File: config.mk
export PLATFORM = sky130hd
export DESIGN_NAME = alu_req_arbiter
export DESIGN_NICKNAME = d
export VERILOG_FILES = /design/src/rtl/alu_ctrl_pkg.sv /design/src/rtl/rr_arbiter.sv /design/src/rtl/alu_req_arbiter.sv
export SDC_FILE = /design/constraint.sdc
export NUM_CORES = 1
export LEC_CHECK = 0
export ABC_AREA = 0
export CORE_UTILIZATION = 30
export DETAILED_ROUTE_END_ITERATION = 10
export HOLD_SLACK_MARGIN = 0.06
export PLACE_DENSITY_LB_ADDON = 0.15
export SLEW_MARGIN = 25
export SYNTH_ARGS = -nofsm -noshare
export SYNTH_HDL_FRONTEND = slang
export SYNTH_SLANG_ARGS = --single-unit
export TNS_END_PERCENT = 1
File: constraint.sdc
create_clock -name clk -period 2.7 [get_ports clk]
set_clock_uncertainty 0.15 [all_clocks]
set_input_delay 0.54 -clock clk [delete_from_list [all_inputs] [get_ports clk]]
set_output_delay 0.54 -clock clk [all_outputs]
set_load 0.01 [all_outputs]
File: src/rtl/alu_ctrl_pkg.sv
// alu_ctrl_pkg: shared constants for the ALU request arbiter.
//   - ALU opcode encodings (ADD=0 .. SHL=14, RSVD=15)
//   - arbiter FSM state encodings
//   - flag bit positions within the 5-bit flag vector
package alu_ctrl_pkg;

  localparam logic [3:0] OP_ADD    = 4'd0;
  localparam logic [3:0] OP_SUB    = 4'd1;
  localparam logic [3:0] OP_MUL    = 4'd2;
  localparam logic [3:0] OP_DIV    = 4'd3;
  localparam logic [3:0] OP_AND    = 4'd4;
  localparam logic [3:0] OP_OR     = 4'd5;
  localparam logic [3:0] OP_NAND   = 4'd6;
  localparam logic [3:0] OP_NOR    = 4'd7;
  localparam logic [3:0] OP_XOR    = 4'd8;
  localparam logic [3:0] OP_XNOR   = 4'd9;
  localparam logic [3:0] OP_CMP_EQ = 4'd10;
  localparam logic [3:0] OP_CMP_GT = 4'd11;
  localparam logic [3:0] OP_CMP_LT = 4'd12;
  localparam logic [3:0] OP_SHR    = 4'd13;
  localparam logic [3:0] OP_SHL    = 4'd14;
  localparam logic [3:0] OP_RSVD   = 4'd15;

  localparam logic [1:0] ST_IDLE    = 2'd0;
  localparam logic [1:0] ST_ISSUE   = 2'd1;
  localparam logic [1:0] ST_CAPTURE = 2'd2;
  localparam logic [1:0] ST_RESP    = 2'd3;

  localparam int FLAG_W     = 5;
  localparam int FLAG_CARRY = 0;
  localparam int FLAG_ARITH = 1;
  localparam int FLAG_LOGIC = 2;
  localparam int FLAG_CMP   = 3;
  localparam int FLAG_SHIFT = 4;

endpackage

File: src/rtl/rr_arbiter.sv
// rr_arbiter: combinational round-robin pick.
//   req   [N-1:0]   request vector
//   ptr   [IDW-1:0] highest-priority index this cycle
//   en              when low, no grant is produced
//   grant [N-1:0]   one-hot grant (zero if none)
//   gid   [IDW-1:0] binary index of the granted bit (0 if none)
module rr_arbiter #(
  parameter int N   = 2,
  parameter int IDW = (N > 1) ? $clog2(N) : 1
) (
  input  logic [N-1:0]   req,
  input  logic [IDW-1:0] ptr,
  input  logic           en,
  output logic [N-1:0]   grant,
  output logic [IDW-1:0] gid
);

  always_comb begin
    int  idx;
    logic found;
    grant = '0;
    gid   = '0;
    found = 1'b0;
    idx   = 0;
    // Walk upward from ptr, wrapping at N; first set bit wins.
    for (int k = 0; k < N; k++) begin
      idx = int'(ptr) + k;
      if (idx >= N) idx = idx - N;
      if (en && !found && req[idx]) begin
        found      = 1'b1;
        grant[idx] = 1'b1;
        gid        = IDW'(idx);
      end
    end
  end

endmodule

File: src/rtl/alu_req_arbiter.sv
// alu_req_arbiter: shares one registered ALU among N_REQ requesters.
//   Requests (req_valid/req_ready, req_fun/req_a/req_b) are granted
//   round-robin in IDLE, issued to the ALU (alu_a/alu_b/alu_fun), the
//   one-cycle-late result (alu_out/alu_flags) is captured and returned on
//   rsp_valid/rsp_ready with rsp_out/rsp_flags/rsp_err. ops_done counts
//   completed responses (wraps).
// Build option: ALU_ILLEGAL_CHK_EN -- when defined, opcode 4'b1111 is
//   answered directly with rsp_err=1 and zero result, bypassing the ALU.
module alu_req_arbiter #(
  parameter int WIDTH = 16,
  parameter int FUN_W = 4,
  parameter int N_REQ = 2
) (
  input  logic                   clk,
  input  logic                   rst,
  input  logic [N_REQ-1:0]       req_valid,
  output logic [N_REQ-1:0]       req_ready,
  input  logic [N_REQ*FUN_W-1:0] req_fun,
  input  logic [N_REQ*WIDTH-1:0] req_a,
  input  logic [N_REQ*WIDTH-1:0] req_b,
  output logic [N_REQ-1:0]       rsp_valid,
  input  logic [N_REQ-1:0]       rsp_ready,
  output logic [WIDTH-1:0]       rsp_out,
  output logic [4:0]             rsp_flags,
  output logic                   rsp_err,
  output logic [WIDTH-1:0]       alu_a,
  output logic [WIDTH-1:0]       alu_b,
  output logic [FUN_W-1:0]       alu_fun,
  input  logic [WIDTH-1:0]       alu_out,
  input  logic [4:0]             alu_flags,
  output logic [15:0]            ops_done
);
  import alu_ctrl_pkg::*;

  localparam int IDW = (N_REQ > 1) ? $clog2(N_REQ) : 1;

`ifdef ALU_ILLEGAL_CHK_EN
  localparam bit CHK_EN = 1'b1;
`else
  localparam bit CHK_EN = 1'b0;
`endif

  logic [1:0]       state;
  logic [IDW-1:0]   rr_ptr;
  logic [IDW-1:0]   id_p0;
  logic             err_p0;
  logic [N_REQ-1:0] grant;
  logic [IDW-1:0]   gid;
  logic             any_grant;
  logic [FUN_W-1:0] win_fun;
  logic [WIDTH-1:0] win_a;
  logic [WIDTH-1:0] win_b;
  logic             illegal;
  logic             rsp_fire;

  rr_arbiter #(.N(N_REQ), .IDW(IDW)) u_rr (
    .req   (req_valid),
    .ptr   (rr_ptr),
    .en    ((state == ST_IDLE) && !rst),
    .grant (grant),
    .gid   (gid)
  );

  assign any_grant = |grant;
  assign req_ready = grant;

  assign win_fun = req_fun[int'(gid)*FUN_W +: FUN_W];
  assign win_a   = req_a[int'(gid)*WIDTH +: WIDTH];
  assign win_b   = req_b[int'(gid)*WIDTH +: WIDTH];

  assign illegal  = CHK_EN && (win_fun == FUN_W'(OP_RSVD));
  assign rsp_fire = (state == ST_RESP) && rsp_ready[id_p0];

  assign rsp_valid = (state == ST_RESP) ? (N_REQ'(1) << id_p0) : '0;
  assign rsp_err   = CHK_EN ? err_p0 : 1'b0;

  always_ff @(posedge clk) begin
    if (rst) begin
      state     <= ST_IDLE;
      rr_ptr    <= '0;
      id_p0     <= '0;
      err_p0    <= 1'b0;
      alu_a     <= '0;
      alu_b     <= '0;
      alu_fun   <= '0;
      rsp_out   <= '0;
      rsp_flags <= '0;
      ops_done  <= '0;
    end else begin
      case (state)
        // Grant: latch the winner's request toward the ALU.
        ST_IDLE: begin
          if (any_grant) begin
            id_p0  <= gid;
            rr_ptr <= (gid == IDW'(N_REQ - 1)) ? '0 : gid + 1'b1;
            if (illegal) begin
              // Answer locally; the ALU inputs keep their previous values.
              rsp_out   <= '0;
              rsp_flags <= '0;
              err_p0    <= 1'b1;
              state     <= ST_RESP;
            end else begin
              alu_a   <= win_a;
              alu_b   <= win_b;
              alu_fun <= win_fun;
              err_p0  <= 1'b0;
              state   <= ST_ISSUE;
            end
          end
        end
        // ALU registers its result at the end of this cycle.
        ST_ISSUE: state <= ST_CAPTURE;
        // Capture the ALU result into the response registers.
        ST_CAPTURE: begin
          rsp_out   <= alu_out;
          rsp_flags <= alu_flags;
          state     <= ST_RESP;
        end
        // Hold the response until the owning requester takes it.
        ST_RESP: begin
          if (rsp_fire) begin
            ops_done <= ops_done + 16'd1;
            state    <= ST_IDLE;
          end
        end
        default: state <= ST_IDLE;
      endcase
    end
  end

endmodule

==> flow_metrics.tcl, run 1 <==
set metrics [dict create \
    status "completed" \
    p_switching_mw 1.23 \
    critPathArrivalTime_ns 1.90 \
    synth_async_sr_flop_share_pct 0 \
    drive_above_1_share_pct 5.60 \
    drv_slew 0 \
    syn-num-nets 491 \
    die_height_um 107 \
    period_share_pct 95.9 \
    rsz0062_at_grt "no" \
    portBuffers 175 \
    synthCells 387 \
    tightest_slew_ns 0.819 \
    endpoint "req_ready[1]" \
    reg2reg_to "alu_b[13]$_SDFFE_PP0P_" \
    seqPwrFrac_pct 38.7 \
    firstDrtPassIters 4 \
    critPathLaunchType "flip-flop" \
    drc 0 \
    grt_pass1_wl_mm 15.0 \
    syn_area_mm2 0.00330 \
    antenna_found_initial 0 \
    die_x_um 107 \
    core_region_area_mm2 0.0105 \
    diodes 0 \
    cts_buffers 9 \
    synth_ff_type "dfxtp_1" \
    cts_root_buffer "clkbuf_8" \
    rr_startpoint "state[0]$_SDFFE_PP0P_" \
    place_ws_ns 0.188 \
    viasPerCell 4.70 \
    rows 37 \
    cts.clk_slew.worst_paths_ns 0.08 \
    fin_crit_ns 2.59 \
    worstPathRequired_ns 2.01 \
    path_max_fanout 3 \
    cp-startpoint "state[0]$_SDFFE_PP0P_" \
    htree_levels 3 \
    end_kind "primary output" \
    postRouteAntennaNets 0 \
    r2r_slack_ns 0.68 \
    yosysTopAreaCell "dfxtp_1" \
    combPwrFrac_pct 39.0 \
    gp_congestion 0.739 \
    synth_seq_cells 77 \
    wl_mm 9.41 \
    initial_core_util_pct 31.4 \
    dp_hpwl_mm 6.58 \
    ios 177 \
    synth-edff-count 0 \
    hold_path_class "flip-flop to flip-flop" \
    maxCapViolations 0 \
    setup_slack_ns 0.112 \
    max-slew-margin-rel_pct 45.4 \
    crit_type "flip-flop to primary output" \
    nFillCells 1033 \
    grt_pass1_vias 3099 \
    total_power_mw 3.86 \
    num_vias 3240 \
    synth_top_area_share_pct 46.7 \
    die_area_mm2 0.0114 \
    reg2regPathDepth 8 \
    syn2layout_area_growth_pct 62.1 \
    final_core_util_pct 50.9 \
    synth_cell_types 37 \
    avgSynthCellArea_um2 8.53 \
    setup_tns_ns 0 \
    fmax_ghz 0.386 \
    seq_area_frac_synth_pct 46.7 \
    insertion_delay_ns 0.34 \
    cellLeakagePower_nw 1.97 \
    clock_power_share_pct 22.3 \
    finalSetupViolations 0 \
    yosys_warnings 0 \
    wl_per_cell_um 13.6 \
    post_cts_buffers 0 \
    cts_tree "yes" \
    swShare_pct 31.9 \
    grt_start_max_net_pins 79 \
    grt-ovfl-total 0 \
    nets 653 \
    cts_max_path_buffers 2 \
    finalHoldViolCount 0 \
    pwr_density_cell_mw_per_mm2 722 \
    whs_ns 0.336 \
    cts_sinks 77 \
    p_int_mw 2.63 \
    drt_iter0_drc 108 \
    ys_top_cells_by_area "dfxtp_1 (47%), a311oi_1 (9.8%), nand2_1 (9.1%)" \
    track_usage_pct 16.8 \
    ir_drop_mv 0.282 \
]
## cell type report
| class | count | area (µm²) | area share [%] |
|---|---|---|---|
| repair buffers | 181 | 1810 | 33.8 |
| inverters | 4 | 15.0 | 0.281 |
| flip-flops and latches | 77 | 1540 | 28.8 |
| multi-input cells | 276 | 1630 | 30.4 |
| clock inverters | 4 | 47.5 | 0.888 |
| well taps | 136 | 170 | 3.18 |
| clock buffers | 12 | 145 | 2.71 |
## metrics by stage
step	area, µm²	std cells
final	5350	690
after global routing	5350	690
after CTS	5340	690
after detailed placement	5140	674
after global placement	5140	674
after floorplan	3300	387
## cell usage after synthesis (2+ instances only)
master and n:
xor2_1 6, buf_6 2, dfxtp_1 77, ha_1 5, nand2_1 80, buf_2 9
o31ai_1 5, inv_1 3, or4_1 5, o21ai_0 4, nor2b_1 2, nand4_1 2
xnor2_1 2, nand3_1 9, a21oi_1 12, mux2i_1 22, and3_1 2, buf_1 5
a311oi_1 37, or3_1 2, clkbuf_1 13, nor2_1 68
## power groups by stage
stage	combinational (mW)	clock, mW	sequential (mW)
after floorplan	0.665	0	1.61
after global placement	1.49	0	1.51
after detailed placement	1.51	0	1.52
after CTS	1.52	0.903	1.50
after global routing	1.65	0.951	1.53
final	1.51	0.861	1.50
## layout by cell type (no fill, tap or decap), drive strengths merged, types with 2 or more instances in the layout
master,Yosys,final
a21oi,12,12
a311oi,37,37
and3,3,3
buf,17,7
clkbuf,13,12
clkdlybuf4s50,0,173
clkinv,0,2
dfxtp,77,77
ha,5,5
inv,4,4
mux2i,22,22
nand2,80,80
nand2b,2,2
nand3,9,9
nand4,3,3
nor2,68,68
nor2b,2,2
o21ai,4,4
o31ai,5,5
or3,2,2
or4,5,5
xnor2,2,2
xor2,6,6
## cells by family (layout without fill, tap and decap cells)
kind of cell | count (synthesis) | in the layout | synth area share (%)
mux | 23 | 23 | 7.12
simple gates | 180 | 180 | 23.7
buf+inv | 34 | 201 | 4.77
compound gates | 59 | 59 | 13.6
fa+ha+maj | 5 | 5 | 1.89
other cells | 1 | 1 | 0.114
xor+xnor | 8 | 8 | 2.12
flops | 77 | 77 | 46.7
## worst min-delay path by stage
| stage | start | end | slack, ns | depth (start not counted) |
|---|---|---|---|---|
| floorplan | rr_ptr$_SDFFE_PP0P_ | rr_ptr$_SDFFE_PP0P_ | 0.34 | 2 |
| global placement | ops_done[15]$_SDFFE_PP0P_ | ops_done[15]$_SDFFE_PP0P_ | 0.31 | 2 |
| detailed placement | ops_done[15]$_SDFFE_PP0P_ | ops_done[15]$_SDFFE_PP0P_ | 0.33 | 2 |
| CTS | ops_done[15]$_SDFFE_PP0P_ | ops_done[15]$_SDFFE_PP0P_ | 0.34 | 2 |
| global route | alu_b[12]$_SDFFE_PP0P_ | alu_b[12]$_SDFFE_PP0P_ | 0.37 | 2 |
| finish | ops_done[15]$_SDFFE_PP0P_ | ops_done[15]$_SDFFE_PP0P_ | 0.34 | 2 |
## timing repair
action                     CTS  global route
setup endpoints to repair    2             2
hold buffers                 0             0
gates resized for setup      1             4
## routing by layer
layer | part of all wire [%] | GRT usage, % | up-vias
met4 | 0.99 | 5.87 | 0
met2 | 45 | 25.4 | 123
met5 | 0 | 0 | -
met1 | 43 | 20.5 | 1447
met3 | 11 | 8.33 | 7
li1 | - | - | 1663
## worst max-delay path, cell delays in order (launching register included)
cell and delay (ns):
dfxtp_1 0.33, inv_1 0.11, ha_2 0.21, nor2b_4 0.18, nand3_2 0.11, inv_2 0.08
clkdlybuf4s50_1 0.53
## registers in the layout, indices dropped and copies added, names as in the netlist
signal / cells
rsp_flags: 5
rsp_out: 16
ops_done: 16
alu_b: 16
alu_a: 16
alu_fun: 4
rr_ptr: 1
id_p0: 1
state: 2
Note: power is estimated with default switching activity, not from simulation.
==> inputs of run 2 (changes only) <==
--- a/config.mk
+++ b/config.mk
@@ -10,8 +10,10 @@
 export DETAILED_ROUTE_END_ITERATION = 10
 export HOLD_SLACK_MARGIN = 0.06
 export PLACE_DENSITY_LB_ADDON = 0.15
+export SETUP_SLACK_MARGIN = 0.3
 export SLEW_MARGIN = 25
 export SYNTH_ARGS = -nofsm -noshare
 export SYNTH_HDL_FRONTEND = slang
+export SYNTH_HIERARCHICAL = 1
 export SYNTH_SLANG_ARGS = --single-unit
 export TNS_END_PERCENT = 1
==> run 2 against run 1 <==
Net effect:
- utilization increased by 1.1 points
- clock-buffer cell count decreased by 2
- critical path depth decreased by 3
- routed wire length decreased by 1.4%
- flip-flop and latch count unchanged
- synthesized cell count decreased by 9.3%
- sequential share of layout area decreased by 0.61 points
- die area increased by 0.15%
- highest routed layer unchanged
- clock power increased by 22%
- via count decreased by 5.3%
- synthesized area increased by 0.15%
==> flow_metrics.tcl, run 2 <==
set metrics [dict create \
    status "completed" \
    yosys.area_share.simple_pct 15.2 \
    viasPerCell 4.66 \
    synth-edff-count 0 \
    die_height_um 107 \
    synth_top_area_share_pct 46.6 \
    placed_cells 643 \
    combPwrFrac_pct 39.9 \
    grt_pass1_vias 3019 \
    place_ws_ns 0.110 \
    p_int_mw 2.95 \
    cts_sinks 77 \
    nFillCells 1008 \
    wl_per_cell_um 14.1 \
    setup_slack_ns 0.379 \
    cts_root_buffer "clkbuf_8" \
    yosysMostFrequentCell "dfxtp_1" \
    final_cell_mix "clkdlybuf4s50_1 (172), dfxtp_1 (77), nor2_1 (74)" \
    finalSetupViolations 0 \
    postRouteAntennaNets 0 \
    fmax_ghz 0.431 \
    ys_top_cells_by_area "dfxtp_1 (47%), mux2i_1 (18%), a211oi_1 (8.4%)" \
    p_switching_mw 1.38 \
    seq_area_frac_synth_pct 46.6 \
    dp_hpwl_mm 6.79 \
    antenna_found_initial 0 \
    cts.clk_slew.worst_paths_ns 0.08 \
    cts_buffers 9 \
    yosysTopAreaCell "dfxtp_1" \
    die_area_mm2 0.0114 \
    fin_cells 659 \
    setup_tns_ns 0 \
    yosys-top-cells-count "dfxtp_1 (77), nor2_1 (74), mux2i_1 (59)" \
    drc 0 \
    yosys_warnings 6 \
    core_region_area_mm2 0.0105 \
    hold_path_class "flip-flop to flip-flop" \
    cts_max_path_buffers 2 \
    nets 622 \
    num_vias 3068 \
    rsz0062_at_grt "yes" \
    syn_area_mm2 0.00331 \
    ir_drop_mv 0.305 \
    synth_fa_ha_area_share_pct 1.89 \
    track_usage_pct 16.5 \
    drv_slew 0 \
    total_power_mw 4.33 \
    initial_core_util_pct 31.5 \
    swShare_pct 31.8 \
    synthCells 351 \
    portBuffers 175 \
    grt-ovfl-total 0 \
    critPathArrivalTime_ns 1.63 \
    critPathLaunchType "flip-flop" \
    synth_async_sr_flop_share_pct 0 \
    insertion_delay_ns 0.34 \
    fin_crit_ns 2.32 \
    die_x_um 107 \
    worstPathRequired_ns 2.01 \
    synth_seq_cells 77 \
    period_share_pct 86.0 \
    ios 177 \
    whs_ns 0.350 \
    synth_top_family_by_area "multiplexers" \
    tightest_slew_ns 0.829 \
    multi_input_area_mm2 0.00169 \
    end_kind "primary output" \
    synth_ff_type "dfxtp_1" \
    pwr_density_cell_mw_per_mm2 791 \
    seq_area_mm2 0.00154 \
    post_cts_buffers 0 \
    cellLeakagePower_nw 1.88 \
    grt_pass1_wl_mm 14.6 \
    rows 37 \
    cts_tree "yes" \
    clock_power_share_pct 24.2 \
    avgSynthCellArea_um2 9.42 \
    gp_congestion 0.729 \
    synth_mux_area_share_pct 18.5 \
    syn2layout_area_growth_pct 65.3 \
    synth_cell_types 35 \
    path_max_fanout 8 \
    syn-num-nets 455 \
    synth_xor_area_share_pct 2.65 \
    crit_type "flip-flop to primary output" \
    diodes 0 \
    max-slew-margin-rel_pct 44.7 \
    drt_iter0_drc 94 \
    maxCapViolations 0 \
    synth_compound_area_share_pct 11.2 \
    wl_mm 9.28 \
    seqPwrFrac_pct 35.9 \
    finalHoldViolCount 0 \
    firstDrtPassIters 4 \
    drive_above_1_share_pct 7.07 \
    grt_start_max_net_pins 79 \
    htree_levels 3 \
    mostFrequentLayoutCell "clkdlybuf4s50_1" \
]
==> run 2: cell types whose count changed after synthesis, sizes merged, moves of 4 or more <==
cell    delta
a211oi    +37
a311oi    -37
buf       -11
clkbuf     +6
mux2i     +37
nand2     -69
nand3      -5
nor2       +6
o31ai      -4
==> run 2: stage by stage <==
| step | util, % | area (µm²) |
|---|---|---|
| 2_1_floorplan | - | 3320 |
| 3_3_place_gp | 49.7 | 5220 |
| 3_5_place_dp | 49.7 | 5220 |
| 4_1_cts | 51.9 | 5460 |
| 5_1_grt | 52.0 | 5470 |
| 6_report | 52.0 | 5470 |
==> run 2: cells by family (layout without fill, tap and decap cells) <==
kind of cell,count (synthesis),after routing
AOI/OAI and AO/OA,53,53
xor gates and xnor gates,10,10
adders and majority gates,5,5
buffers and inverters,31,203
DFF,77,77
muxes,61,61
other,1,1
and+or+nand+nor,113,113
==> run 2: path summary, 6_finish.rpt <==
| path | startpoint | end | slack (ns) | depth (start not counted) |
|---|---|---|---|---|
| worst max-delay path | state[1]$_SDFFE_PP0P_ | rsp_valid[0] | 0.38 | 3 |
| worst min register to register | alu_a[7]$_SDFFE_PP0P_ | alu_a[7]$_SDFFE_PP0P_ | 0.35 | 2 |
| worst min-delay path | alu_a[7]$_SDFFE_PP0P_ | alu_a[7]$_SDFFE_PP0P_ | 0.35 | 2 |
| worst max register to register | state[0]$_SDFFE_PP0P_ | alu_a[12]$_SDFFE_PP0P_ | 0.46 | 10 |
==> run 2: timing repair <==
action	4_1_cts	5_1_grt
endpoints found under the setup margin	4	14
gates cloned	0	0
hold buffers	0	0
gates resized for setup	3	7
==> run 2: worst max-delay path: stages, from the launching register on <==
cell and delay [ns]:
dfxtp_1 0.42, ha_4 0.21, nor2b_1 0.13, clkdlybuf4s50_1 0.54
==> run 2: routing by layer <==
layer | GRT usage [%] | share of wire (%) | vias up
met2 | 27.1 | 47 | 104
met3 | 6.57 | 8.7 | 11
met4 | 6.65 | 1.5 | 0
met5 | 0 | 0 | -
met1 | 19.0 | 43 | 1390
li1 | - | - | 1563
==> run 2: area by class of cell <==
type / instances / area share, %
timing repair buffer: 181 / 33.0
multi-input combinational: 243 / 30.9
sequential: 77 / 28.2
tap: 136 / 3.11
clock buffer: 10 / 2.33
clock inverter: 6 / 2.04
inverter: 6 / 0.412
==> run 2: power by group through the flow <==
stage          clock network (mW)  logic [mW]  registers, mW
2_1_floorplan                   0       0.779           1.67
3_3_place_gp                    0        1.72           1.56
3_5_place_dp                    0        1.74           1.57
4_1_cts                      1.08        1.74           1.55
5_1_grt                      1.13        1.90           1.59
6_report                     1.05        1.73           1.55
==> inputs of run 3 (changes only) <==
--- a/config.mk
+++ b/config.mk
@@ -9,7 +9,7 @@
 export CORE_UTILIZATION = 30
 export DETAILED_ROUTE_END_ITERATION = 10
 export HOLD_SLACK_MARGIN = 0.06
-export PLACE_DENSITY_LB_ADDON = 0.15
+export PLACE_DENSITY_LB_ADDON = 0.3
 export SETUP_SLACK_MARGIN = 0.3
 export SLEW_MARGIN = 25
 export SYNTH_ARGS = -nofsm -noshare
==> constraint.sdc (replaced) <==
create_clock -name clk -period 2.1 [get_ports clk]
set_clock_uncertainty 0.15 [all_clocks]
set_input_delay 0.42 -clock clk [delete_from_list [all_inputs] [get_ports clk]]
set_output_delay 0.42 -clock clk [all_outputs]
set_load 0.01 [all_outputs]
==> run 3 against run 2 <==
Net effect:
- sequential share of layout area is 1.8 points lower
- via count increased by 6.4%
- die area did not move
- sequential power increased by 28%
- hold slack got worse by 0.0083 ns
- clock power hardly changed
- cell count is 4.4% higher
- cell area up 7.0%
- non-clock buffer count is 29 higher
- register-to-register slack worse by 0.39 ns
- critical path depth grew 7
- critical path type is now flip-flop to flip-flop
- highest routed layer unchanged
==> flow_metrics.tcl, run 3 (synthesis results as in run 2) <==
set metrics [dict create \
    status "completed" \
    syn2layout_area_growth_pct 77.0 \
    grt_start_max_net_pins 79 \
    portBuffers 175 \
    maxCapViolations 0 \
    ir_drop_mv 0.409 \
    path_max_fanout 5 \
    insertion_delay_ns 0.35 \
    cts_max_path_buffers 2 \
    grt_pass1_wl_mm 14.1 \
    drive_above_1_share_pct 14.1 \
    fin_crit_ns 2.03 \
    rows 37 \
    firstDrtPassIters 4 \
    antenna_found_initial 0 \
    dp_hpwl_mm 6.36 \
    period_share_pct 96.6 \
    pwr_density_cell_mw_per_mm2 983 \
    postRouteAntennaNets 0 \
    finalHoldViolCount 0 \
    die_height_um 107 \
    mostFrequentLayoutCell "clkdlybuf4s50_1" \
    diodes 0 \
    cts_sinks 77 \
    wl_mm 9.90 \
    num_vias 3265 \
    hold_buffers 0 \
    whs_ns 0.341 \
    max-slew-margin-rel_pct 45.0 \
    crit_type "flip-flop to flip-flop" \
    final_cell_mix "clkdlybuf4s50_1 (170), dfxtp_1 (75), nor2_1 (73)" \
    die_x_um 107 \
    critPathArrivalTime_ns 2.08 \
    rsz0062_at_grt "yes" \
    worstPathRequired_ns 2.15 \
    die_area_mm2 0.0114 \
    tightest_slew_ns 0.825 \
    critPathLaunchType "flip-flop" \
    initial_core_util_pct 31.5 \
    track_usage_pct 15.5 \
    drt_iter0_drc 108 \
    gp_congestion 0.702 \
    drv_slew 0 \
    grt-ovfl-total 0 \
    ios 177 \
    htree_levels 3 \
    nets 651 \
    cts_tree "yes" \
    hold_path_class "flip-flop to flip-flop" \
    cts_buffers 9 \
    finalSetupViolations 0 \
    cellLeakagePower_nw 2.07 \
    cts_root_buffer "clkbuf_8" \
    drc 0 \
    cts.clk_slew.worst_paths_ns 0.09 \
    fmax_ghz 0.493 \
    grt_pass1_vias 3013 \
    wl_per_cell_um 14.4 \
    end_kind "flip-flop" \
    core_region_area_mm2 0.0105 \
    total_power_mw 5.75 \
    viasPerCell 4.75 \
    nFillCells 977 \
]
[run 3: cell types whose count changed in the layout (fill, tap and decap cells not counted), sizes merged]
cell,change
buf,+27
bufinv,-3
inv,+3
clkdlybuf4s15,+2
clkdlybuf4s50,-2
clkbuf,+1
clkinvlp,+1
[run 3: what timing repair did]
item | 4_1_cts | 5_1_grt
setup endpoints to repair | 120 | 124
pin swaps | 1 | 2
gates cloned | 0 | 8
buffers inserted | 4 | 6
gates resized for setup | 23 | 14
[run 3: metrics by stage]
stage                     util, %  TNS, ns  instance area [µm²]  setup WS, ns  std cells
after floorplan                 -        0                 3400         0.110        351
after detailed placement     50.5    -4.97                 5310        -0.196        654
after CTS                    52.9        0                 5560        0.0932        674
after global routing         55.7        0                 5850       0.00385        688
after global placement       50.5    -3.80                 5310        -0.171        654
final                        55.7        0                 5850        0.0713        688
[run 3: final timing paths]
| path | from | endpoint | slack, ns | depth (start not counted) |
|---|---|---|---|---|
| worst max-delay path | state[0]$_SDFFE_PP0P_ | alu_b[0]$_SDFFE_PP0P_ | 0.07 | 10 |
| worst min-delay path | alu_b[8]$_SDFFE_PP0P_ | alu_b[8]$_SDFFE_PP0P_ | 0.34 | 2 |
| worst max register to register | state[0]$_SDFFE_PP0P_ | alu_b[0]$_SDFFE_PP0P_ | 0.07 | 10 |
| worst min register to register | alu_b[8]$_SDFFE_PP0P_ | alu_b[8]$_SDFFE_PP0P_ | 0.34 | 2 |
[run 3: final cells by class]
cell class	count	area (µm²)	share of cell area, %
Multi-Input combinational cell	243	1740	29.7
Clock buffer	9	124	2.12
Clock inverter	7	68.8	1.18
Inverter	6	25.0	0.428
Sequential cell	77	1550	26.4
Timing Repair Buffer	210	2180	37.3
Tap cell	136	170	2.91
[run 3: per-layer routing]
| metal | share of wire [%] | GRT usage, % | vias up |
|---|---|---|---|
| li1 | - | - | 1623 |
| met1 | 42 | 16.8 | 1528 |
| met2 | 49 | 27.3 | 107 |
| met3 | 7.5 | 5.96 | 7 |
| met4 | 0.97 | 5.68 | 0 |
| met5 | 0 | 0 | - |
[run 3: critical path: stages (launching register included)]
cell and delay (ns):
dfxtp_2 0.34, inv_2 0.07, ha_4 0.13, nor2b_4 0.19, nand2_4 0.08, buf_6 0.12, a21oi_4 0.17, buf_12 0.16
buf_6 0.16, mux2i_1 0.20, a211oi_1 0.09
[run 3: power breakdown]
group / switching (mW) / internal (mW)
sequential: 0.181 / 1.81
clock: 0.615 / 0.457
combinational: 1.16 / 1.53
